[config.mk]
export PLATFORM = sky130hd
export DESIGN_NAME = rotame_para_sched_flat
export DESIGN_NICKNAME = d
export VERILOG_FILES = /design/src/rtl/rotame_pkg.sv /design/src/rtl/rotame_para_sched_if.sv /design/src/rtl/rotame_ch_sched.sv /design/src/rtl/rotame_para_sched.sv /design/src/flat_wrapper.sv
export SDC_FILE = /design/constraint.sdc
export NUM_CORES = 2
export LEC_CHECK = 0
export ABC_AREA = 1
export BUFFER_PORTS_ARGS = -buffer_cell sky130_fd_sc_hd__buf_2
export CELL_PAD_IN_SITES_DETAIL_PLACEMENT = 1
export CELL_PAD_IN_SITES_GLOBAL_PLACEMENT = 1
export CORE_MARGIN = 2
export CORE_UTILIZATION = 40
export CTS_CLUSTER_DIAMETER = 100
export DETAILED_ROUTE_END_ITERATION = 10
export PLACE_DENSITY = 0.75
export SYNTH_ARGS = -nofsm -noshare
export SYNTH_HDL_FRONTEND = slang
export SYNTH_HIERARCHICAL = 1
export SYNTH_SLANG_ARGS = --single-unit
[constraint.sdc]
create_clock -name clk -period 11.7 [get_ports clk]
set_input_delay 1.755 -clock clk [delete_from_list [all_inputs] [get_ports clk]]
set_output_delay 1.755 -clock clk [all_outputs]
set_load 0.05 [all_outputs]
[src/rtl/rotame_pkg.sv]
// rotame_pkg: rotation mode encodings, channel scheduler states and mode helpers
package rotame_pkg;
  localparam logic [3:0] MODE_R90  = 4'b0001;
  localparam logic [3:0] MODE_R180 = 4'b0010;
  localparam logic [3:0] MODE_R270 = 4'b0100;
  localparam logic [3:0] MODE_NONE = 4'b1000;
  typedef enum logic [1:0] {IDLE, ARM_WR, WR_FRAME, ARM_RD} state_e;
  function automatic logic is_onehot4(input logic [3:0] m);
    return m inside {MODE_R90, MODE_R180, MODE_R270, MODE_NONE};
  endfunction
  function automatic logic is_quarter(input logic [3:0] m);
    return m inside {MODE_R90, MODE_R270};
  endfunction
endpackage

[src/rtl/rotame_para_sched_if.sv]
// rotame_para_sched_if: per-channel mode request, frame syncs and committed write/read parameters
interface rotame_para_sched_if #(
  parameter int NUM_CH      = 2,
  parameter int DIM_W       = 11,
  parameter int ADDR_W      = 28,
  parameter int BURST_SHIFT = 3
);
  logic [4*NUM_CH-1:0]                   mode_req;
  logic [DIM_W*NUM_CH-1:0]               s_width;
  logic [DIM_W*NUM_CH-1:0]               s_height;
  logic [NUM_CH-1:0]                     wr_vsync;
  logic [NUM_CH-1:0]                     rd_vsync;
  logic [4*NUM_CH-1:0]                   mode_wr;
  logic [4*NUM_CH-1:0]                   mode_rd;
  logic [DIM_W*NUM_CH-1:0]               t_width_wr;
  logic [DIM_W*NUM_CH-1:0]               t_height_wr;
  logic [DIM_W*NUM_CH-1:0]               t_width_rd;
  logic [DIM_W*NUM_CH-1:0]               t_height_rd;
  logic [ADDR_W*NUM_CH-1:0]              addr_max_wr;
  logic [ADDR_W*NUM_CH-1:0]              addr_max_rd;
  logic [(DIM_W-BURST_SHIFT)*NUM_CH-1:0] burst_len_wr;
  logic [(DIM_W-BURST_SHIFT)*NUM_CH-1:0] burst_len_rd;
  logic [NUM_CH-1:0]                     wr_vsync_out;
  logic [NUM_CH-1:0]                     rd_vsync_out;
  logic [NUM_CH-1:0]                     busy;
  logic [NUM_CH-1:0]                     err_mode;
  modport master (
    output mode_req, s_width, s_height, wr_vsync, rd_vsync,
    input  mode_wr, mode_rd, t_width_wr, t_height_wr, t_width_rd, t_height_rd,
           addr_max_wr, addr_max_rd, burst_len_wr, burst_len_rd,
           wr_vsync_out, rd_vsync_out, busy, err_mode
  );
  modport slave (
    input  mode_req, s_width, s_height, wr_vsync, rd_vsync,
    output mode_wr, mode_rd, t_width_wr, t_height_wr, t_width_rd, t_height_rd,
           addr_max_wr, addr_max_rd, burst_len_wr, burst_len_rd,
           wr_vsync_out, rd_vsync_out, busy, err_mode
  );
endinterface

[src/rtl/rotame_ch_sched.sv]
// rotame_ch_sched: one channel's frame-boundary mode scheduler and write/read parameter registers
module rotame_ch_sched
  import rotame_pkg::*;
#(
  parameter int DIM_W       = 11,
  parameter int ADDR_W      = 28,
  parameter int BURST_SHIFT = 3,
  parameter int VS_DLY      = 8
) (
  input  logic                     clk,
  input  logic                     rst,
  input  logic [3:0]               mode_req,
  input  logic [DIM_W-1:0]         s_width,
  input  logic [DIM_W-1:0]         s_height,
  input  logic                     wr_vsync,
  input  logic                     rd_vsync,
  output logic [3:0]               mode_wr,
  output logic [3:0]               mode_rd,
  output logic [DIM_W-1:0]         t_width_wr,
  output logic [DIM_W-1:0]         t_height_wr,
  output logic [DIM_W-1:0]         t_width_rd,
  output logic [DIM_W-1:0]         t_height_rd,
  output logic [ADDR_W-1:0]        addr_max_wr,
  output logic [ADDR_W-1:0]        addr_max_rd,
  output logic [DIM_W-BURST_SHIFT-1:0] burst_len_wr,
  output logic [DIM_W-BURST_SHIFT-1:0] burst_len_rd,
  output logic                     wr_vsync_out,
  output logic                     rd_vsync_out,
  output logic                     busy,
  output logic                     err_mode
);
  localparam int PW = 2 * DIM_W;
  localparam int BW = DIM_W - BURST_SHIFT;
  state_e             state_q, state_d;
  logic [3:0]         req_d0_q, req_d0_d, req_d1_q, req_d1_d;
  logic [VS_DLY-1:0]  wr_sr_q, wr_sr_d, rd_sr_q, rd_sr_d;
  logic [3:0]         mode_wr_q, mode_wr_d, mode_rd_q, mode_rd_d;
  logic [DIM_W-1:0]   tw_wr_q, tw_wr_d, th_wr_q, th_wr_d, tw_rd_q, tw_rd_d, th_rd_q, th_rd_d;
  logic [ADDR_W-1:0]  amax_wr_q, amax_wr_d, amax_rd_q, amax_rd_d;
  logic [BW-1:0]      bl_wr_q, bl_wr_d, bl_rd_q, bl_rd_d;
  logic               busy_q, busy_d, err_q, err_d, bad_vld_q, bad_vld_d;
  logic [3:0]         bad_q, bad_d;
  logic [3:0]         req;
  logic               stable, legal, new_req, wr_edge, rd_edge, commit, rd_upd, swap;
  always_comb begin
    req       = req_d1_q;
    stable    = req_d0_q == req_d1_q;
    legal     = is_onehot4(req);
    new_req   = stable && legal && req != mode_wr_q;
    wr_edge   = wr_sr_q[1] & ~wr_sr_q[0];
    rd_edge   = rd_sr_q[1] & ~rd_sr_q[0];
    req_d0_d  = mode_req;
    req_d1_d  = req_d0_q;
    wr_sr_d   = {wr_sr_q[VS_DLY-2:0], wr_vsync};
    rd_sr_d   = {rd_sr_q[VS_DLY-2:0], rd_vsync};
    state_d   = state_q;
    mode_wr_d = mode_wr_q;
    unique case (state_q)
      IDLE:     state_d = new_req ? ARM_WR : IDLE;
      ARM_WR: begin
        if (wr_edge && new_req) begin
          mode_wr_d = req;
          state_d   = WR_FRAME;
        end else if (stable && req == mode_wr_q) begin
          state_d = IDLE;
        end
      end
      WR_FRAME: state_d = new_req ? ARM_WR : (wr_edge ? ARM_RD : WR_FRAME);
      ARM_RD:   state_d = rd_edge ? IDLE : (new_req ? ARM_WR : ARM_RD);
      default:  state_d = IDLE;
    endcase
    // the reader only moves to the new mode after a full frame was written in it
    commit    = state_q == ARM_RD && rd_edge;
    mode_rd_d = commit ? mode_wr_q : mode_rd_q;
    rd_upd    = rd_edge && state_q != WR_FRAME;
    swap      = is_quarter(mode_rd_d);
    tw_wr_d   = wr_edge ? s_width : tw_wr_q;
    th_wr_d   = wr_edge ? s_height : th_wr_q;
    tw_rd_d   = rd_upd ? (swap ? s_height : s_width) : tw_rd_q;
    th_rd_d   = rd_upd ? (swap ? s_width : s_height) : th_rd_q;
    amax_wr_d = ADDR_W'(PW'(tw_wr_q) * PW'(th_wr_q));
    amax_rd_d = ADDR_W'(PW'(tw_rd_q) * PW'(th_rd_q));
    bl_wr_d   = tw_wr_q[DIM_W-1:BURST_SHIFT];
    bl_rd_d   = tw_rd_q[DIM_W-1:BURST_SHIFT];
    // one pulse per distinct illegal value; a legal request re-arms reporting
    err_d     = stable && !legal && !(bad_vld_q && req == bad_q);
    bad_d     = err_d ? req : bad_q;
    bad_vld_d = (stable && legal) ? 1'b0 : (err_d || bad_vld_q);
    busy_d    = state_d != IDLE;
  end
  always_ff @(posedge clk) begin
    if (rst) begin
      state_q   <= IDLE;
      req_d0_q  <= MODE_NONE;
      req_d1_q  <= MODE_NONE;
      wr_sr_q   <= '0;
      rd_sr_q   <= '0;
      mode_wr_q <= MODE_NONE;
      mode_rd_q <= MODE_NONE;
      tw_wr_q   <= '0;
      th_wr_q   <= '0;
      tw_rd_q   <= '0;
      th_rd_q   <= '0;
      amax_wr_q <= '0;
      amax_rd_q <= '0;
      bl_wr_q   <= '0;
      bl_rd_q   <= '0;
      busy_q    <= 1'b0;
      err_q     <= 1'b0;
      bad_q     <= '0;
      bad_vld_q <= 1'b0;
    end else begin
      state_q   <= state_d;
      req_d0_q  <= req_d0_d;
      req_d1_q  <= req_d1_d;
      wr_sr_q   <= wr_sr_d;
      rd_sr_q   <= rd_sr_d;
      mode_wr_q <= mode_wr_d;
      mode_rd_q <= mode_rd_d;
      tw_wr_q   <= tw_wr_d;
      th_wr_q   <= th_wr_d;
      tw_rd_q   <= tw_rd_d;
      th_rd_q   <= th_rd_d;
      amax_wr_q <= amax_wr_d;
      amax_rd_q <= amax_rd_d;
      bl_wr_q   <= bl_wr_d;
      bl_rd_q   <= bl_rd_d;
      busy_q    <= busy_d;
      err_q     <= err_d;
      bad_q     <= bad_d;
      bad_vld_q <= bad_vld_d;
    end
  end
  assign mode_wr      = mode_wr_q;
  assign mode_rd      = mode_rd_q;
  assign t_width_wr   = tw_wr_q;
  assign t_height_wr  = th_wr_q;
  assign t_width_rd   = tw_rd_q;
  assign t_height_rd  = th_rd_q;
  assign addr_max_wr  = amax_wr_q;
  assign addr_max_rd  = amax_rd_q;
  assign burst_len_wr = bl_wr_q;
  assign burst_len_rd = bl_rd_q;
  assign wr_vsync_out = wr_sr_q[VS_DLY-1];
  assign rd_vsync_out = rd_sr_q[VS_DLY-1];
  assign busy         = busy_q;
  assign err_mode     = err_q;
endmodule

[src/rtl/rotame_para_sched.sv]
// rotame_para_sched: NUM_CH independent frame-boundary rotation mode schedulers packed onto one bus
module rotame_para_sched
  import rotame_pkg::*;
#(
  parameter int NUM_CH      = 2,
  parameter int DIM_W       = 11,
  parameter int ADDR_W      = 28,
  parameter int BURST_SHIFT = 3,
  parameter int VS_DLY      = 8
) (
  input logic                  clk,
  input logic                  rst,
  rotame_para_sched_if.slave   bus
);
  localparam int BW = DIM_W - BURST_SHIFT;
  logic [NUM_CH-1:0][3:0]        mode_wr, mode_rd;
  logic [NUM_CH-1:0][DIM_W-1:0]  tw_wr, th_wr, tw_rd, th_rd;
  logic [NUM_CH-1:0][ADDR_W-1:0] amax_wr, amax_rd;
  logic [NUM_CH-1:0][BW-1:0]     bl_wr, bl_rd;
  logic [NUM_CH-1:0]             wvo, rvo, busy, err;
  for (genvar i = 0; i < NUM_CH; i++) begin : g_ch
    rotame_ch_sched #(
      .DIM_W(DIM_W), .ADDR_W(ADDR_W), .BURST_SHIFT(BURST_SHIFT), .VS_DLY(VS_DLY)
    ) u_ch (
      .clk          (clk),
      .rst          (rst),
      .mode_req     (bus.mode_req[4*i +: 4]),
      .s_width      (bus.s_width[DIM_W*i +: DIM_W]),
      .s_height     (bus.s_height[DIM_W*i +: DIM_W]),
      .wr_vsync     (bus.wr_vsync[i]),
      .rd_vsync     (bus.rd_vsync[i]),
      .mode_wr      (mode_wr[i]),
      .mode_rd      (mode_rd[i]),
      .t_width_wr   (tw_wr[i]),
      .t_height_wr  (th_wr[i]),
      .t_width_rd   (tw_rd[i]),
      .t_height_rd  (th_rd[i]),
      .addr_max_wr  (amax_wr[i]),
      .addr_max_rd  (amax_rd[i]),
      .burst_len_wr (bl_wr[i]),
      .burst_len_rd (bl_rd[i]),
      .wr_vsync_out (wvo[i]),
      .rd_vsync_out (rvo[i]),
      .busy         (busy[i]),
      .err_mode     (err[i])
    );
  end
  assign bus.mode_wr      = mode_wr;
  assign bus.mode_rd      = mode_rd;
  assign bus.t_width_wr   = tw_wr;
  assign bus.t_height_wr  = th_wr;
  assign bus.t_width_rd   = tw_rd;
  assign bus.t_height_rd  = th_rd;
  assign bus.addr_max_wr  = amax_wr;
  assign bus.addr_max_rd  = amax_rd;
  assign bus.burst_len_wr = bl_wr;
  assign bus.burst_len_rd = bl_rd;
  assign bus.wr_vsync_out = wvo;
  assign bus.rd_vsync_out = rvo;
  assign bus.busy         = busy;
  assign bus.err_mode     = err;
endmodule

[src/flat_wrapper.sv]
// flat-port wrapper written by rule: the top's interface ports become plain ports
module rotame_para_sched_flat import rotame_pkg::*;
#(
  parameter int NUM_CH      = 2,
  parameter int DIM_W       = 11,
  parameter int ADDR_W      = 28,
  parameter int BURST_SHIFT = 3,
  parameter int VS_DLY      = 8
)
  (clk, rst, bus_mode_req, bus_s_width, bus_s_height, bus_wr_vsync, bus_rd_vsync, bus_mode_wr, bus_mode_rd, bus_t_width_wr, bus_t_height_wr, bus_t_width_rd, bus_t_height_rd, bus_addr_max_wr, bus_addr_max_rd, bus_burst_len_wr, bus_burst_len_rd, bus_wr_vsync_out, bus_rd_vsync_out, bus_busy, bus_err_mode);
  rotame_para_sched_if #(.NUM_CH(NUM_CH), .DIM_W(DIM_W), .ADDR_W(ADDR_W), .BURST_SHIFT(BURST_SHIFT)) bus_i ();
  input logic clk;
  input logic rst;
  input wire logic [$bits(bus_i.mode_req)-1:0] bus_mode_req;
  input wire logic [$bits(bus_i.s_width)-1:0] bus_s_width;
  input wire logic [$bits(bus_i.s_height)-1:0] bus_s_height;
  input wire logic [$bits(bus_i.wr_vsync)-1:0] bus_wr_vsync;
  input wire logic [$bits(bus_i.rd_vsync)-1:0] bus_rd_vsync;
  output wire logic [$bits(bus_i.mode_wr)-1:0] bus_mode_wr;
  output wire logic [$bits(bus_i.mode_rd)-1:0] bus_mode_rd;
  output wire logic [$bits(bus_i.t_width_wr)-1:0] bus_t_width_wr;
  output wire logic [$bits(bus_i.t_height_wr)-1:0] bus_t_height_wr;
  output wire logic [$bits(bus_i.t_width_rd)-1:0] bus_t_width_rd;
  output wire logic [$bits(bus_i.t_height_rd)-1:0] bus_t_height_rd;
  output wire logic [$bits(bus_i.addr_max_wr)-1:0] bus_addr_max_wr;
  output wire logic [$bits(bus_i.addr_max_rd)-1:0] bus_addr_max_rd;
  output wire logic [$bits(bus_i.burst_len_wr)-1:0] bus_burst_len_wr;
  output wire logic [$bits(bus_i.burst_len_rd)-1:0] bus_burst_len_rd;
  output wire logic [$bits(bus_i.wr_vsync_out)-1:0] bus_wr_vsync_out;
  output wire logic [$bits(bus_i.rd_vsync_out)-1:0] bus_rd_vsync_out;
  output wire logic [$bits(bus_i.busy)-1:0] bus_busy;
  output wire logic [$bits(bus_i.err_mode)-1:0] bus_err_mode;
  assign bus_i.mode_req = bus_mode_req;
  assign bus_i.s_width = bus_s_width;
  assign bus_i.s_height = bus_s_height;
  assign bus_i.wr_vsync = bus_wr_vsync;
  assign bus_i.rd_vsync = bus_rd_vsync;
  assign bus_mode_wr = bus_i.mode_wr;
  assign bus_mode_rd = bus_i.mode_rd;
  assign bus_t_width_wr = bus_i.t_width_wr;
  assign bus_t_height_wr = bus_i.t_height_wr;
  assign bus_t_width_rd = bus_i.t_width_rd;
  assign bus_t_height_rd = bus_i.t_height_rd;
  assign bus_addr_max_wr = bus_i.addr_max_wr;
  assign bus_addr_max_rd = bus_i.addr_max_rd;
  assign bus_burst_len_wr = bus_i.burst_len_wr;
  assign bus_burst_len_rd = bus_i.burst_len_rd;
  assign bus_wr_vsync_out = bus_i.wr_vsync_out;
  assign bus_rd_vsync_out = bus_i.rd_vsync_out;
  assign bus_busy = bus_i.busy;
  assign bus_err_mode = bus_i.err_mode;
  rotame_para_sched #(.NUM_CH(NUM_CH), .DIM_W(DIM_W), .ADDR_W(ADDR_W), .BURST_SHIFT(BURST_SHIFT), .VS_DLY(VS_DLY)) u_core (.clk(clk), .rst(rst), .bus(bus_i));
endmodule
======== Yosys cells after proc, flatten, opt, wreduce, memory -nomap -nowiden ========
Cells that the tools add are included.
storage, ports and cells
  memories kept ........................... 0
  bits in read-only memories .............. 0
  logic and storage cells ................. 140
  bits of input ports ..................... 58
  latch bits .............................. 0
  register bits after elaboration ......... 314
  memory bits (writable) .................. 0
  output and inout bits ................... 256
operators by class
  bitwise logic cells ..................... 8
  $mul .................................... 4
  reductions and logical operators ........ 36
  add/sub/neg operators ................... 0
  shift-type cells ........................ 0
  eq/ne operators ......................... 28
  divide/modulo/power cells ............... 0
  magnitude comparators ................... 0
  mux-type cells .......................... 22
operators by type and width
  operator                                              count
  multiplier 11 x 11 -> 22 bit                          4
  2-to-1 mux 11 bit                                     4
  equality test 4 bit                                   6
  2-to-1 mux 2 bit                                      10
  logical AND 1 bit                                     18
  equality test 4 x 1 -> 1 bit (second input constant)  4
  equality test 4 x 3 -> 1 bit (second input constant)  4
  case mux 2 bit (4 select lines)                       2
  equality test 2 bit (second input constant)           4
  equality test 4 x 2 -> 1 bit (second input constant)  2
  equality test 4 bit (second input constant)           2
  2-to-1 mux 4 bit                                      2
  != test 4 bit                                         2
  nonzero test 2 bit                                    4
  nonzero test 4 bit                                    2
  bitwise AND 1 bit                                     4
  equality test 2 x 1 -> 1 bit (second input constant)  2
  zero test 1 bit                                       4
  zero test 2 bit                                       2
  2-to-1 mux 1 bit                                      4
  != test 2 bit (second input constant)                 2
  NOT 1 bit                                             4
  AND reduction 2 bit                                   2
  OR reduction 2 bit                                    2
  logical OR 1 bit                                      2

======== Longest topological paths before layout ========
  depth after elaboration ................. 8
  mapped depth ............................ 23
  gate-level depth less buffers ........... 22

======== Modules after synthesis ========
The synthesis kept the hierarchy.
by module, submodules not included
  module                                 instances  area an instance (um^2)  cells each  seq. area each (um^2)
  rotame_ch_sched (u_core.g_ch[0].u_ch)  1          13782.0                  1901        2902.8
  rotame_ch_sched (u_core.g_ch[1].u_ch)  1          13761.9                  1898        2902.8

======== Worst setup path after synthesis ========
Ideal clock, no wire load.
  path type ............................... reg2reg
  from .................................... reg u_core.g_ch[0].u_ch.tw_rd_q[8]
  to ...................................... reg u_core.g_ch[0].u_ch.amax_rd_q[21]
  buffers on the path ..................... 1
  setup slack ............................. 6.791 ns
  required time ........................... 11.585 ns
  arrival ................................. 4.794 ns
  library setup time ...................... 0.115 ns
  cell stages (with the launch flop) ...... 19
  path through ............................ dfxtp_1 > clkbuf_1 > nand2_1 > fa_1 > fa_1 > inv_1 > fa_1 > fa_1 > inv_1 > fa_1 > inv_1 > ha_1 > a21o_1 > a21oi_1 > nand3_1 > nand2_1 > nand3_1 > nand2_1 > nor2_1
between the ends
  longest elaborated chain between the ends .. 1
ends and longest elaborated chain
  item                          RTL line                source
  from (decl)                   rotame_ch_sched.sv:38   logic [DIM_W-1:0] tw_wr_q, tw_wr_d, th_wr_q, th_wr_d, tw_rd_q, tw_rd_d, th_rd_q, th_rd_d;
  from (signal assigned)        rotame_ch_sched.sv:122  tw_rd_q <= tw_rd_d;
  multiplier 11 x 11 -> 22 bit  rotame_ch_sched.sv:82   amax_rd_d = ADDR_W'(PW'(tw_rd_q) * PW'(th_rd_q));
  to (signal assigned)          rotame_ch_sched.sv:125  amax_rd_q <= amax_rd_d;
  to (decl)                     rotame_ch_sched.sv:39   logic [ADDR_W-1:0] amax_wr_q, amax_wr_d, amax_rd_q, amax_rd_d;
Every way passes these cells.
A chain may end at the register's enable or synchronous reset.

======== Final worst setup path ========
  from .................................... reg u_core.g_ch[0].u_ch.tw_rd_q[5]
  to ...................................... reg u_core.g_ch[0].u_ch.amax_rd_q[21]
Same word-level chain as after synthesis.

==> out/results.md <==
| Item | This run |
| --- | --- |
| Number of optimization iterations in the first detailed-route pass | 5 |
| Worst reg2reg setup slack | 6.59 ns |
| Max Fanout on Critical Path | 13 |
| Vias post-DR | 23600 |
| Post-synth top cells | inv_1, nand2_1, nor2_1 |
| Cells traversed along the worst timing path | nand2_1, fa_1, fa_1, inv_1, fa_1, fa_1, inv_1, fa_1, inv_1, ha_1, a21o_1, a21oi_1, nand3_1, nand2_1, nand3_1, nand2_1, nor2_1 |
| Count of buffers inserted at the top-level ports | 289 |
| Vertical die dimension | 266 um |
| Transition time at the pin with the least slew margin | 1.07 ns |
| Fraction of layout cells with a size suffix above 1 | 10.6% |
| Type of the setup path with the least slack | flop to flop |
| Number of setup buffers added after CTS | 0 |
| First-pass GRT wire length | 134000 um |
| Vias per std cell | 4.82 |
| Most used flip-flop cell after synthesis | dfxtp_1 |
| Setup violations, final | 0 |
| Dominant cell by count in the synthesized netlist | inv_1 |
| Number of clock sinks | 290 |
| Critical path endpoint category | flop |
| Sequential share of the synthesized area | 21.1% |
| VDD IR max | 0.105 mV |
| Setup crit end | u_core/g_ch[0].u_ch/addr_max_rd[21] |
| Clock skew after layout | 0.0243 ns |
| Standard cell with the maximum stage delay on the critical path | dfxtp_1 |
| Cell with the most instances on the worst path | fa_1 |
| Detailed Route WL | 83700 um |
| Number of buffers on the longest clock path | 3 |
| # IOs | 314 |
| Initial cell density of the core | 40.3% |
| Count of final hold-check violations | 0 |
| Max-capacitance violation count | 0 |
| Detail-routed net length per standard cell | 17.1 um |
| Number of gates resized after CTS | 0 |
| Drc violations | 0 |
| TritonCTS clock tree | built |
| Layout net count | 4594 |
| Mean instance size in the synthesized netlist | 7.25 um2 |
| Cell area power density | 84.8 mW/mm2 |
| CP Data Required Time | 12.17 ns |
| Highest cell delay on the worst timing path | 0.75 ns |
| Critical register-to-register path endpoint | u_core/g_ch[0].u_ch/addr_max_rd[21] |
| Cell area after placement | 0.0294 mm2 |
| Root Driver | clkbuf_16 |
| Crit path arrival time | 5.58 ns |
| Placeable core region | 0.0683 mm2 |
| Number of storage elements in the synthesis netlist | 290 |
| GP Congestion | 0.852 |
| FFs w/ async S/R, synth | 0% |
| Post-route cell area | 0.0306 mm2 |
| Largest area contributor in the synthesized netlist | fa_1 |
| Antenna violations before repair | 3 |
| Netlist area before placement | 0.0275 mm2 |
| Count of unique library cells instantiated by Yosys | 36 |
| Yosys top cell area share | 23.3% |
| Launch point of the worst reg-to-reg path | u_core/g_ch[0].u_ch/t_width_rd[5] |
| Antenna Violating Nets Remaining | 0 |
| RSZ-0062 raised after global routing | no |
| TritonCTS buffer count | 39 |
| Starting DRC count in detailed routing | 1060 |
| Number of pins exceeding their max-slew limit in the final report | 0 |
| Result of the run | finished, final reports clean |
| Number of cells on the worst reg-to-reg path | 17 |
| Worst Hold Class | flop to flop |
| H-tree depth | 2 |
| Ratio of final minimum period to clock period | 43.7% |
| P_leak | 18.3 nW |
| Largest net degree at the start of global routing | 65 |
| Worst slew margin relative to its limit | 28.4% |
| Synthesis-to-finish area growth | 11.2% |
| Overflow left after global routing | 0 |
| Die width | 266 um |
| Largest cells by area after synthesis | fa_1, dfxtp_1, inv_1, nand2_1, ha_1 |
| Warning count from the yosys run | 6 |
| Total routing usage reported by global routing | 23.8% |
| Row cnt | 96 |
| Post-Route Setup TNS | 0 ns |
| Highest clock rate | 196 MHz |
| Clock latency reported for the late side of the worst-skew pair | 0.57 ns |
| Number of global-route vias before repair | 25000 |
| Reg clk slew, reported paths | 0.06 ns |
| Die outline area | 0.0710 mm2 |
| Hold-fix buffer count after cts | 0 |
| Synth Instances | 3799 |
| First element of the critical path | u_core/g_ch[0].u_ch/t_width_rd[5] |
| Sort of element at the start of the critical path | flop |
| Final HPWL DP | 65800 um |
| Final min period | 5.11 ns |
| EDFF count, synth | 0 |
-- worst max-delay path: cells and delay by family, from the launching register on --
kind,cells,cell delay (ns)
fa+ha+maj,6,2.97
flops,1,0.75
simple gates,6,0.70
compound gates,2,0.43
buf+inv,3,0.15
-- kinds of logic after synthesis --
kind of cell	Yosys count	share of synthesized area, %
adder cells (fa/ha/maj)	560	34.2
flip-flops	290	21.1
AND/OR/NAND/NOR	1421	21.0
buffers and inverters	1171	16.6
other	2	0.0273
AO/OA/AOI/OAI	339	6.69
XOR/XNOR	16	0.509
-- per-layer routing --
layer	global-route usage (%)	up-vias	wire, um
met3	3.30	121	3020
met5	0	-	26
met4	7.88	4	2680
met2	39.8	348	39500
met1	31.7	11600	38500
li1	-	11500	-
-- layout by cell type, fill, tap and decap left out, types with 4 or more instances in the layout --
cell type,count
clkbuf_1,7
nand4_1,46
fa_1,320
inv_1,974
a31oi_1,4
clkbuf_16,39
inv_6,7
o21ai_0,96
or2_2,5
conb_1,24
xor2_1,8
nand2_1,865
clkinv_2,9
buf_2,288
o21ai_1,20
xnor2_1,8
nor2_2,4
inv_2,14
o21bai_1,9
a21o_1,15
nor3_1,11
clkbuf_8,6
nand3_1,129
dfxtp_1,290
buf_4,6
nand2_2,30
o21a_1,22
nor2_1,323
o21ai_2,6
a21oi_1,166
ha_1,240
-- power breakdown --
part / internal (mW) / leakage (nW) / switching, mW
Combinational: 0.0845 / 15.4 / 0.234
Sequential: 1.02 / 2.35 / 0.0722
Clock: 0.681 / 0.613 / 0.507
-- through the flow --
step / hold WS [ns] / setup WS (ns) / cells / utilization [%] / power [mW]
2_1_floorplan: 0.388 / 6.79 / 3821 / - / 1.32
3_5_place_dp: 0.399 / 6.54 / 4817 / 43.0 / 1.43
3_3_place_gp: 0.389 / 6.58 / 4817 / 43.0 / 1.42
4_1_cts: 0.407 / 6.53 / 4889 / 44.8 / 2.64
6_report: 0.404 / 6.59 / 4890 / 44.8 / 2.60
5_1_grt: 0.421 / 6.25 / 4890 / 44.8 / 2.71
-- flip-flops by register name, summed over array words and instances, names as in the netlist --
| name | flops |
|---|---|
| u_core/g_ch.u_ch/addr_max_rd | 44 |
| u_core/g_ch.u_ch/addr_max_wr | 44 |
| u_core/g_ch.u_ch/bad_q | 8 |
| u_core/g_ch.u_ch/bad_vld_q | 2 |
| u_core/g_ch.u_ch/burst_len_rd | 16 |
| u_core/g_ch.u_ch/burst_len_wr | 16 |
| u_core/g_ch.u_ch/busy | 2 |
| u_core/g_ch.u_ch/err_mode | 2 |
| u_core/g_ch.u_ch/mode_rd | 8 |
| u_core/g_ch.u_ch/mode_wr | 8 |
| u_core/g_ch.u_ch/rd_sr_q | 16 |
| u_core/g_ch.u_ch/req | 8 |
| u_core/g_ch.u_ch/req_d0_q | 8 |
| u_core/g_ch.u_ch/state_q | 4 |
| u_core/g_ch.u_ch/t_height_rd | 22 |
| u_core/g_ch.u_ch/t_height_wr | 22 |
| u_core/g_ch.u_ch/t_width_rd | 22 |
| u_core/g_ch.u_ch/t_width_wr | 22 |
| u_core/g_ch.u_ch/wr_sr_q | 16 |
-- worst min-delay path by stage --
stage | depth (start not counted) | slack (ns) | end | from
2_1_floorplan | 2 | 0.39 | u_core/g_ch[0].u_ch/rd_sr_q[3] | u_core/g_ch[0].u_ch/rd_sr_q[2]
3_3_place_gp | 2 | 0.39 | u_core/g_ch[1].u_ch/wr_sr_q[4] | u_core/g_ch[1].u_ch/wr_sr_q[3]
3_5_place_dp | 2 | 0.40 | u_core/g_ch[0].u_ch/rd_sr_q[5] | u_core/g_ch[0].u_ch/rd_sr_q[4]
4_1_cts | 2 | 0.41 | u_core/g_ch[1].u_ch/rd_sr_q[3] | u_core/g_ch[1].u_ch/rd_sr_q[2]
5_1_grt | 2 | 0.42 | u_core/g_ch[1].u_ch/rd_sr_q[7] | u_core/g_ch[1].u_ch/rd_sr_q[6]
6_report | 2 | 0.40 | u_core/g_ch[1].u_ch/rd_sr_q[3] | u_core/g_ch[1].u_ch/rd_sr_q[2]
-- final cells by class --
type	instances	area (um2)
Antenna cell	1	2.50
Clock buffer	52	1080
Clock inverter	20	159
Fill cell	8689	37700
Inverter	990	3720
Multi-Input combinational cell	2360	17300
Sequential cell	290	5810
Tap cell	882	1100
Timing Repair Buffer	295	1500
Note: power is estimated with default switching activity, not from simulation.
